### config.mk
export PLATFORM = sky130hd
export DESIGN_NAME = powlib_busarbfifo
export DESIGN_NICKNAME = d
export VERILOG_FILES = /design/src/rtl/powlib_busarbfifo.sv
export SDC_FILE = /design/constraint.sdc
export NUM_CORES = 1
export LEC_CHECK = 0
export ABC_AREA = 1
export ABC_CLOCK_PERIOD_IN_PS = 10200
export CAP_MARGIN = 5
export CELL_PAD_IN_SITES_DETAIL_PLACEMENT = 0
export CELL_PAD_IN_SITES_GLOBAL_PLACEMENT = 1
export CORE_MARGIN = 4
export CORE_UTILIZATION = 47
export CTS_CLUSTER_DIAMETER = 120
export DETAILED_ROUTE_END_ITERATION = 12
export PLACE_DENSITY_LB_ADDON = 0.05
export SYNTH_ARGS = -nofsm -noshare
export SYNTH_HDL_FRONTEND = slang
export SYNTH_SLANG_ARGS = --single-unit
export TNS_END_PERCENT = 5
### constraint.sdc
create_clock -name clk -period 10.2 [get_ports clk]
set_input_delay 2.55 -clock clk [delete_from_list [all_inputs] [get_ports clk]]
set_output_delay 2.55 -clock clk [all_outputs]
set_load 0.03 [all_outputs]
### src/rtl/powlib_busarbfifo.sv
// Round-robin arbiter over B_WRS write channels feeding a single FIFO.
// Beats whose address falls outside [B_BASE, B_BASE+B_SIZE) are granted and dropped.
module powlib_busarbfifo #(
    parameter int B_WRS  = 4,
    parameter int B_AW   = 8,
    parameter int B_DW   = 32,
    parameter int B_BASE = 0,
    parameter int B_SIZE = 16,
    parameter int D      = 8,
    parameter int NFT    = D - 2,
    parameter int CW     = 8,
    localparam int SW    = (B_WRS > 2) ? $clog2(B_WRS) : 1
) (
    input  logic                  clk,
    input  logic                  rst,
    input  logic [B_WRS*B_DW-1:0] wrdatas,
    input  logic [B_WRS*B_AW-1:0] wraddrs,
    input  logic [B_WRS-1:0]      wrvlds,
    output logic [B_WRS-1:0]      wrrdys,
    output logic                  wrnf,
    output logic [B_DW-1:0]       rddata,
    output logic [B_AW-1:0]       rdaddr,
    output logic [SW-1:0]         rdsrc,
    output logic                  rdvld,
    input  logic                  rdrdy,
    output logic                  errpls,
    output logic [CW-1:0]         errcnt
);

    localparam int AW = $clog2(D);
    localparam int EW = B_DW + B_AW + SW;

    localparam logic [SW:0]   NWRS  = (SW+1)'(B_WRS);
    localparam logic [AW:0]   DFULL = (AW+1)'(D);
    localparam logic [AW:0]   NFTC  = (AW+1)'(NFT);
    localparam logic [B_AW:0] WLO   = (B_AW+1)'(B_BASE);
    localparam logic [B_AW:0] WHI   = (B_AW+1)'(B_BASE + B_SIZE);

    logic [SW-1:0]   rrptr_q;
    logic [AW-1:0]   wrptr_q, rdptr_q;
    logic [AW:0]     count_q;
    logic            errpls_q;
    logic [CW-1:0]   errcnt_q;
    logic [EW-1:0]   mem [D];

    logic [SW:0]     cand;
    logic            found;
    logic [SW-1:0]   widx;
    logic [SW-1:0]   rrnext;
    logic [B_AW-1:0] waddr;
    logic [B_DW-1:0] wdata;
    logic            inwin, full, grant, wr_en, rd_en, err_evt;

    // Scan upward from the round-robin pointer, wrapping modulo B_WRS.
    always_comb begin
        found = 1'b0;
        widx  = '0;
        cand  = '0;
        for (int k = 0; k < B_WRS; k++) begin
            cand = {1'b0, rrptr_q} + (SW+1)'(k);
            if (cand >= NWRS) begin
                cand = cand - NWRS;
            end
            if (!found && wrvlds[cand[SW-1:0]]) begin
                found = 1'b1;
                widx  = cand[SW-1:0];
            end
        end
    end

    always_comb begin
        waddr   = wraddrs[int'(widx)*B_AW +: B_AW];
        wdata   = wrdatas[int'(widx)*B_DW +: B_DW];
        inwin   = ({1'b0, waddr} >= WLO) && ({1'b0, waddr} < WHI);
        full    = (count_q == DFULL);
        // A full FIFO blocks only in-window winners; dropped beats always drain.
        grant   = rst && found && (!inwin || !full);
        wr_en   = grant && inwin;
        err_evt = grant && !inwin;
        rd_en   = rdvld && rdrdy;
        wrrdys  = '0;
        if (grant) begin
            wrrdys[widx] = 1'b1;
        end
        if ({1'b0, widx} == NWRS - 1'b1) begin
            rrnext = '0;
        end else begin
            rrnext = widx + 1'b1;
        end
    end

    always_ff @(posedge clk or negedge rst) begin
        if (!rst) begin
            rrptr_q  <= '0;
            wrptr_q  <= '0;
            rdptr_q  <= '0;
            count_q  <= '0;
            errpls_q <= 1'b0;
            errcnt_q <= '0;
        end else begin
            if (grant) begin
                rrptr_q <= rrnext;
            end
            if (wr_en) begin
                wrptr_q <= wrptr_q + 1'b1;
            end
            if (rd_en) begin
                rdptr_q <= rdptr_q + 1'b1;
            end
            case ({wr_en, rd_en})
                2'b10:   count_q <= count_q + 1'b1;
                2'b01:   count_q <= count_q - 1'b1;
                default: count_q <= count_q;
            endcase
            errpls_q <= err_evt;
            if (err_evt && (errcnt_q != '1)) begin
                errcnt_q <= errcnt_q + 1'b1;
            end
        end
    end

    // Storage carries no reset; contents are meaningless while rdvld is low.
    always_ff @(posedge clk) begin
        if (wr_en) begin
            mem[wrptr_q] <= {wdata, waddr, widx};
        end
    end

    always_comb begin
        {rddata, rdaddr, rdsrc} = mem[rdptr_q];
        rdvld  = (count_q != '0);
        wrnf   = (count_q >= NFTC);
        errpls = errpls_q;
        errcnt = errcnt_q;
    end

endmodule

==> impl_metrics.yaml, run 1 <==
detailed_routing:
  met3RoutedLength_um: 2280
  wire_per_inst_um: 19.4
  routed_wl_um: 40700
  vias: 11460
  met1Wirelength_um: 18000
  dr_wl_met2_um: 19800
  top_layer_used: "met4"
  via_per_inst: 5.47
  first_pass_iters: 5
  drc: 0
  antenna_left: 0
  drtIter0Drc: 825
power_and_ir_drop:
  ir_drop_mv: 0.232
  p_leak_uw: 0.00687
  intPower_uw: 4120
  p_sw_uw: 3120
  seqPwrFrac_pct: 33.8
  power_switching_share_pct: 43.1
  pwr-share-clk_pct: 18.1
  combinationalPowerShare_pct: 48.0
  powerDensity_nw_per_um2: 370
timing:
  rsz0062_at_grt: "no"
  fin_crit_ns: 8.74
  setup_viol: 0
  slew_violations: 0
  skew_ns: 0.0155
  final.period_utilization_pct: 85.7
  worstMarginPinSlew_ns: 1.11
  hold_viol_final: 0
  fmax_ghz: 0.114
  relSlewSlack_pct: 26.2
  finalSetupTns_ns: 0
yosys:
  synth_top_area_share_pct: 63.8
  yosysSeqAreaShare_pct: 67.2
  yosys-top-cells-count: "edfxtp_1 (336), nor2_1 (318), nand2_1 (199)"
  synthArstFlopShare_pct: 5.88
  yosys.area.top_type: "edfxtp_1"
  avgSynthCellArea_um2: 11.0
  ys.flop_type: "edfxtp_1"
  synthDistinctLibCells: 38
  yosysWarnings: 0
  synth_most_common_cell: "edfxtp_1"
  syn_nets: 1620
  synth_edf_count: 336
  synth_area_um2: 15800
  netlist_top_cells_area: "edfxtp_1 (64%), nor2_1 (7.6%), o21ai_0 (5.5%), nand2_1 (4.7%), dfrtp_1 (3.3%)"
  synthCells: 1442
  synth_seq_cells: 357
place:
  dp_hpwl_um: 23600
  io_buffers: 223
  dp_cells: 2030
  gp_congestion: 0.801
cts:
  clk_pin_slew_ns: 0.06
  clk_path_buf_depth: 3
  htree_num_levels: 2
  clock-sinks: 357
  postCtsSetupBuffers: 0
  tritoncts: "done"
  cts-hold-fix-buffers: 0
  cts-root-buf: "clkbuf_16"
  cts-buffers-inserted: 37
  clk_latency_ns: 0.52
  ctsResizeCount: 0
global_route:
  grt_pass1_wl_um: 62000
  grt_max_degree: 101
  grt_pass1_vias: 11153
  overflow: 0
  grt_usage_pct: 21.7
  antenna_found_initial: 0
floorplanning:
  placement_rows: 66
  top_level_ports: 224
  initial_utilization_pct: 48.1
  die_y_um: 191
  design.die.area_um2: 36600
  dieWidth_um: 191
  core_area_um2: 32900
cells_and_area:
  fin_cells: 2095
  areaGrowthSynthToFinish_pct: 23.8
  drive_gt1_share_pct: 7.32
  fin_nets: 1805
  num_antenna_cells: 0
critical_path:
  crit_path_end_kind: "output pin"
  critPathKind: "in -> out"
  cp.arrival_ns: 6.19
  path_cells: "clkdlybuf4s50_1 -> inv_1 -> nand2_1 -> nand2_1 -> nand2_1 -> nand2_1 -> a21oi_1 -> nand2_1 -> nand2_4 -> nand2_1 -> nand2_1 -> nand2_1 -> nand2_1 -> nor2_4 -> nand3_2 -> nand2_2 -> nor2_1 -> clkdlybuf4s50_1"
  required_ns: 7.65
  slowest_delay_ns: 0.74
  path_max_fanout: 85
  slowest_stage: "nand2_4"
  start_kind: "primary input"
  cpMostUsedCell: "nand2_1"
  rr_worst_depth: 17
min_path:
  holdPathStages: 1
  hold_path.class: "reg -> reg"
outcome:
  status: "complete, no violations"
flow_run:
  cap_violations: 0
worst max-delay path: cells and delay by family:
kind	cells	cell delay, ns
buffers and inverters	3	1.21
AND/OR/NAND/NOR	14	2.24
AO/OA/AOI/OAI	1	0.16
power groups by stage:
| stage | Combinational, µW | Clock, µW | Sequential (µW) |
|---|---|---|---|
| after floorplan | 2370 | 0 | 2410 |
| after global placement | 3450 | 0 | 2480 |
| after detailed placement | 3510 | 0 | 2480 |
| after CTS | 3520 | 1340 | 2450 |
| after global routing | 3850 | 1410 | 2470 |
| final | 3480 | 1310 | 2450 |
final timing paths:
kind	start	end	slack, ns
max reg2reg	rrptr_q[0]	mem[5][6]	5.46
min reg2reg	count_q[0]	count_q[0]	0.52
max	wrvlds[3]	wrrdys[3]	1.46
min	count_q[0]	count_q[0]	0.52
min in group asynchronous	rst	errcnt[5]	2.39
max in group asynchronous	rst	rdptr_q[0]	7.55
flip-flops by register name (all words and copies together) (netlist names):
| name | cells |
|---|---|
| errpls | 1 |
| rdptr_q | 3 |
| wrptr_q | 3 |
| count_q | 4 |
| rrptr_q | 2 |
| errcnt | 8 |
| mem | 336 |
kinds of logic after synthesis:
group	synth area share, %
and+or+nand+nor	15.7
DFF	67.2
AOI/OAI and AO/OA	12.1
buffers and inverters	3.47
xor gates and xnor gates	0.665
adders and majority gates	0.918
per-stage QoR:
step / hold WS [ns] / area, µm² / utilization [%] / setup WS, ns / total power (µW)
floorplan: 0.468 / 15800 / - / 3.26 / 4780
CTS: 0.522 / 19600 / 59.6 / 1.37 / 7310
global placement: 0.505 / 18400 / 55.9 / 1.44 / 5930
global route: 0.546 / 19600 / 59.6 / 0.836 / 7730
finish: 0.522 / 19600 / 59.6 / 1.46 / 7240
detailed placement: 0.511 / 18400 / 55.9 / 1.37 / 5990
layout make-up:
type	instances	area [µm²]
fillers	2755	13300
flip-flops and latches	357	10600
multi-input cells	954	4710
repair buffers	239	2350
clock buffers	44	973
well taps	442	553
clock inverters	21	213
inverters	38	146
cell usage in the layout, fill, tap and decap left out, drive strengths merged, types with 3 or more instances in the layout:
master / count
a21oi: 38
a31oi: 42
a32oi: 36
buf: 16
bufinv: 4
clkbuf: 44
clkdlybuf4s50: 223
clkinv: 19
dfrtp: 21
edfxtp: 336
ha: 10
inv: 36
nand2: 222
nand3: 35
nand3b: 3
nand4: 12
nor2: 323
o21ai: 174
o22ai: 42
xnor2: 3
xor2: 9
routing by layer:
metal	vias up	global-route usage [%]
met4	0	4.64
li1	5520	-
met2	292	37.1
met1	5598	29.3
met5	-	0
met3	50	3.93
No activity file was read; power rests on OpenSTA's default activity.
==> inputs of run 2 (changes only) <==
- CORE_MARGIN: 4 -> unset
- CTS_BUF_LIST: unset -> sky130_fd_sc_hd__clkbuf_16
- PLACE_DENSITY: unset -> 0.85
- PLACE_DENSITY_LB_ADDON: 0.05 -> unset
==> impl_metrics.yaml, run 2 (synthesis results as in run 1) <==
timing:
  hold_viol_final: 0
  worstMarginPinSlew_ns: 0.987
  finalSetupTns_ns: 0
  fin_ws_ns: 1.61
  final.period_utilization_pct: 84.2
  fin_crit_ns: 8.59
  slew_violations: 0
  skew_ns: 0.0224
  relSlewSlack_pct: 34.2
  fmax_ghz: 0.116
  rsz0062_at_grt: "no"
  setup_viol: 0
critical_path:
  reg2reg_from: "rrptr_q[0]"
  reg2reg_slack_ns: 5.65
  required_ns: 7.65
  critPathKind: "in -> out"
  start_kind: "primary input"
  path_max_fanout: 82
  cp.arrival_ns: 6.04
  rr_worst_depth: 12
  crit_path_end_kind: "output pin"
  cp-startpoint: "wrvlds[1]"
cts:
  clk_path_buf_depth: 3
  clk_latency_ns: 0.52
  postCtsSetupBuffers: 0
  cts-buffers-inserted: 37
  cts-hold-fix-buffers: 0
  ctsResizeCount: 0
  clock-sinks: 357
  tritoncts: "done"
  cts-root-buf: "clkbuf_16"
  clk_pin_slew_ns: 0.05
  htree_num_levels: 2
cells_and_area:
  fin_util_pct: 59.4
  num_antenna_cells: 0
  largest_register_ffs: 336
  seq_area_um2: 10600
  multiInputGateArea_um2: 4710
  stdcell_area_um2: 19500
  layout_commonest_cell: "edfxtp_1"
  drive_gt1_share_pct: 6.77
  layout_common_cells: "edfxtp_1 (336), nor2_1 (310), clkdlybuf4s50_1 (223)"
  regMostFlops: "mem"
  fin_nets: 1805
  fill_cells: 2637
  areaGrowthSynthToFinish_pct: 23.3
place:
  io_buffers: 223
  dp_hpwl_um: 22300
  pre_cts_ws_ns: 1.60
  place_area_um2: 18400
  gp_congestion: 0.779
outcome:
  status: "complete, no violations"
flow_run:
  cap_violations: 0
detailed_routing:
  routed_wl_um: 39400
  via_per_inst: 5.51
  first_pass_iters: 5
  drc: 0
  antenna_left: 0
  drtIter0Drc: 1014
  vias: 11541
  wire_per_inst_um: 18.8
floorplanning:
  dieWidth_um: 185
  core_area_um2: 32800
  top_level_ports: 224
  die_y_um: 185
  initial_utilization_pct: 48.2
  design.die.area_um2: 34400
  placement_rows: 66
global_route:
  grt_pass1_vias: 11155
  antenna_found_initial: 1
  grt_pass1_wl_um: 59300
  overflow: 0
  grt_usage_pct: 22.7
  grt_max_degree: 107
power_and_ir_drop:
  p_leak_uw: 0.00686
  powerDensity_nw_per_um2: 368
  ir_drop_mv: 0.516
min_path:
  hold_path.class: "reg -> reg"
  min_from: "count_q[0]"
  holdPathStages: 1
-- run 2: changes by cell type in the layout (fill, tap and decap cells not counted) --
cell	before	now
clkbuf_1	6	0
inv_1	29	39
clkinv_2	10	4
bufinv_16	4	1
clkinv_4	1	0
clkinv_1	7	13
inv_2	6	7
-- run 2: through the flow --
| step | total power [µW] | instances | hold slack [ns] |
|---|---|---|---|
| 2_1_floorplan | 4780 | 1442 | 0.468 |
| 3_3_place_gp | 5900 | 2030 | 0.493 |
| 3_5_place_dp | 5980 | 2030 | 0.508 |
| 4_1_cts | 7200 | 2096 | 0.503 |
| 5_1_grt | 7590 | 2096 | 0.515 |
| 6_report | 7180 | 2096 | 0.507 |
-- run 2: worst paths after layout --
kind | to
max in group asynchronous | rdptr_q[0]
setup reg to reg | mem[4][10]
min in group asynchronous | count_q[2]
setup / recovery | wrrdys[0]
hold reg to reg | count_q[0]
hold / removal | count_q[0]
-- run 2: area by class of cell --
cell class | instances | share of cell area (%)
clock buffers | 38 | 4.88
repair buffers | 239 | 12.1
multi-input cells | 954 | 24.2
well taps | 442 | 2.84
flip-flops and latches | 357 | 54.5
clock inverters | 28 | 0.764
inverters | 38 | 0.745
-- run 2: routing by layer --
layer | GRT usage, % | vias to the layer above | share of wire [%]
met2 | 39.4 | 419 | 49
met3 | 3.78 | 42 | 7.5
li1 | - | 5517 | -
met1 | 29.3 | 5563 | 42
met4 | 6.12 | 0 | 1.4
met5 | 0 | - | 0
-- run 2: power breakdown --
group          internal (µW)  switching, µW  total, µW
clock network            697            523       1220
logic                   1000           2510       3510
registers               2340            110       2450
total                   4040           3140       7180
-- run 2: critical path, cell delays in order --
cell and delay [ns]:
clkdlybuf4s50_1 0.41, inv_1 0.09, nand2_2 0.07, nand3_1 0.12, nand2_1 0.10, inv_2 0.08
nand3_1 0.12, nor2_2 0.19, inv_2 0.06, nand2_4 0.67, nand3_1 0.15, nand2_1 0.31
nor2_4 0.08, nand3_2 0.12, nand2_2 0.10, nor2_1 0.12, clkdlybuf4s50_1 0.67
==> inputs of run 3 (changes only) <==
- ABC_CLOCK_PERIOD_IN_PS: 10200 -> 7630
- CORE_UTILIZATION: 47 -> 39
- PLACE_DENSITY: 0.85 -> 0.75
- clock period: 10.2 -> 7.63 ns (I/O delays scaled with it)
==> impl_metrics.yaml, run 3 (synthesis results as in run 1) <==
floorplanning:
  design.die.area_um2: 41300
  core_area_um2: 39800
  initial_utilization_pct: 39.7
  placement_rows: 73
  die_y_um: 203
  top_level_ports: 224
  dieWidth_um: 203
cells_and_area:
  largest_register_ffs: 336
  num_antenna_cells: 0
  fin_nets: 1811
  regMostFlops: "mem"
  fin_util_pct: 49.5
  layout_common_cells: "edfxtp_1 (336), nor2_1 (310), clkdlybuf4s50_1 (221)"
  areaGrowthSynthToFinish_pct: 24.8
  layout_commonest_cell: "edfxtp_1"
  drive_gt1_share_pct: 7.42
global_route:
  grt_pass1_vias: 11141
  grt_usage_pct: 19.8
  use_met2_pct: 32.4
  grt_pass1_wl_um: 63100
  use_met1_pct: 27.2
  overflow: 0
  gr-usage-met3_pct: 3.45
  grt_max_degree: 89
  antenna_found_initial: 0
  top_usage_layer: "met2"
timing:
  worstMarginPinSlew_ns: 1.05
  setup_viol: 0
  final.period_utilization_pct: 92.5
  fin_ws_ns: 0.569
  hold_viol_final: 0
  skew_ns: 0.0213
  finalSetupTns_ns: 0
  slew_violations: 0
  fmax_ghz: 0.142
  relSlewSlack_pct: 30.1
  fin_crit_ns: 7.06
  rsz0062_at_grt: "no"
place:
  gp_congestion: 0.811
  pre_cts_ws_ns: 0.587
  io_buffers: 223
  dp_hpwl_um: 24700
detailed_routing:
  wire_per_inst_um: 19.1
  drc: 0
  antenna_left: 0
  via_per_inst: 5.29
  first_pass_iters: 5
  vias: 11546
  routed_wl_um: 41700
  drtIter0Drc: 955
cts:
  cts-root-buf: "clkbuf_16"
  tritoncts: "done"
  postCtsSetupBuffers: 0
  clk_path_buf_depth: 3
  clk_latency_ns: 0.52
  cts-hold-fix-buffers: 0
  htree_num_levels: 2
  cts-buffers-inserted: 37
  clk_pin_slew_ns: 0.06
  ctsResizeCount: 0
  clock-sinks: 357
critical_path:
  required_ns: 5.72
  path_max_fanout: 28
  r2r-end: "count_q[3]"
  rr_worst_depth: 24
  cp-endpoint: "wrrdys[0]"
  slowest_delay_ns: 0.67
  start_kind: "primary input"
  cp-startpoint: "wrvlds[2]"
  slowest_stage: "clkdlybuf4s50_1"
  path_cells: "clkdlybuf4s50_1 -> inv_1 -> nand2_1 -> nand2_1 -> nand2_1 -> nand2_1 -> a21oi_1 -> nand2_1 -> nand2_4 -> nand2_1 -> nand2_1 -> nand2_1 -> nand2_1 -> nor2_4 -> nand3_2 -> nand2_2 -> nor2_1 -> clkdlybuf4s50_1"
  cpMostUsedCell: "nand2_1"
  cp.arrival_ns: 5.15
  cp_num_buf_inv: 3
  crit_path_end_kind: "output pin"
  cp.depth: 18
  critPathKind: "in -> out"
  reg2reg_from: "rrptr_q[0]"
  cpLargestDelayFamily: "simple AND/OR/NAND/NOR gates"
  reg2reg_slack_ns: 3.15
power_and_ir_drop:
  power_uw: 9660
  p_leak_uw: 0.00690
  powerDensity_nw_per_um2: 489
  ir_drop_mv: 0.278
outcome:
  status: "complete, no violations"
min_path:
  min_from: "count_q[0]"
  hold_path.class: "reg -> reg"
flow_run:
  cap_violations: 0
## run 3: worst min path at each step
stage	slack (ns)	depth (start not counted)	to
2_1_floorplan	0.47	1	count_q[0]
3_3_place_gp	0.50	1	count_q[0]
3_5_place_dp	0.49	1	count_q[0]
4_1_cts	0.51	1	count_q[0]
5_1_grt	0.55	1	count_q[0]
6_report	0.51	1	count_q[0]
## run 3: worst reg2reg max path: stages, from the launching register on
cell and delay [ns]:
dfrtp_1 0.54, inv_2 0.21, nand2_1 0.11, nand3_1 0.10, nand2_1 0.10, inv_2 0.08, nand3_1 0.11, nor2_2 0.18
inv_2 0.06, nand2_4 0.17, buf_4 0.64, nand3_1 0.15, nand2_1 0.12, nand2_2 0.09, nor2_8 0.18, nand3_2 0.13
ha_1 0.27, ha_1 0.33, nand2_1 0.08, nor2_1 0.04, a211oi_1 0.27, nor2_1 0.08, nor2_1 0.12, nand2_1 0.08
xor2_1 0.14
## run 3: power breakdown
part | total (µW) | switching [µW] | internal, µW | leakage (µW)
clock | 1640 | 710 | 934 | 0.000555
sequential | 3300 | 174 | 3120 | 0.00328
combinational | 4710 | 3350 | 1360 | 0.00306
## run 3: final cells by class
class                      instances  area [µm²]
clock buffer                      38         951
timing repair buffer             245        2490
fill                            3537       20100
clock inverter                    26         150
tap                              525         657
multi-input combinational        954        4710
sequential                       357       10600
inverter                          38         146
## run 3: routing by layer
metal / routed length, µm / up-vias
met1: 18800 / 5581
met5: 0 / -
met2: 19300 / 381
met3: 2710 / 51
li1: - / 5533
met4: 844 / 0
## run 3: stage by stage
step,std cells,hold slack (ns),cell area (µm²)
2_1_floorplan,1442,0.468,15800
3_3_place_gp,2119,0.498,18600
3_5_place_dp,2119,0.494,18600
4_1_cts,2183,0.507,19700
5_1_grt,2183,0.545,19700
6_report,2183,0.506,19700
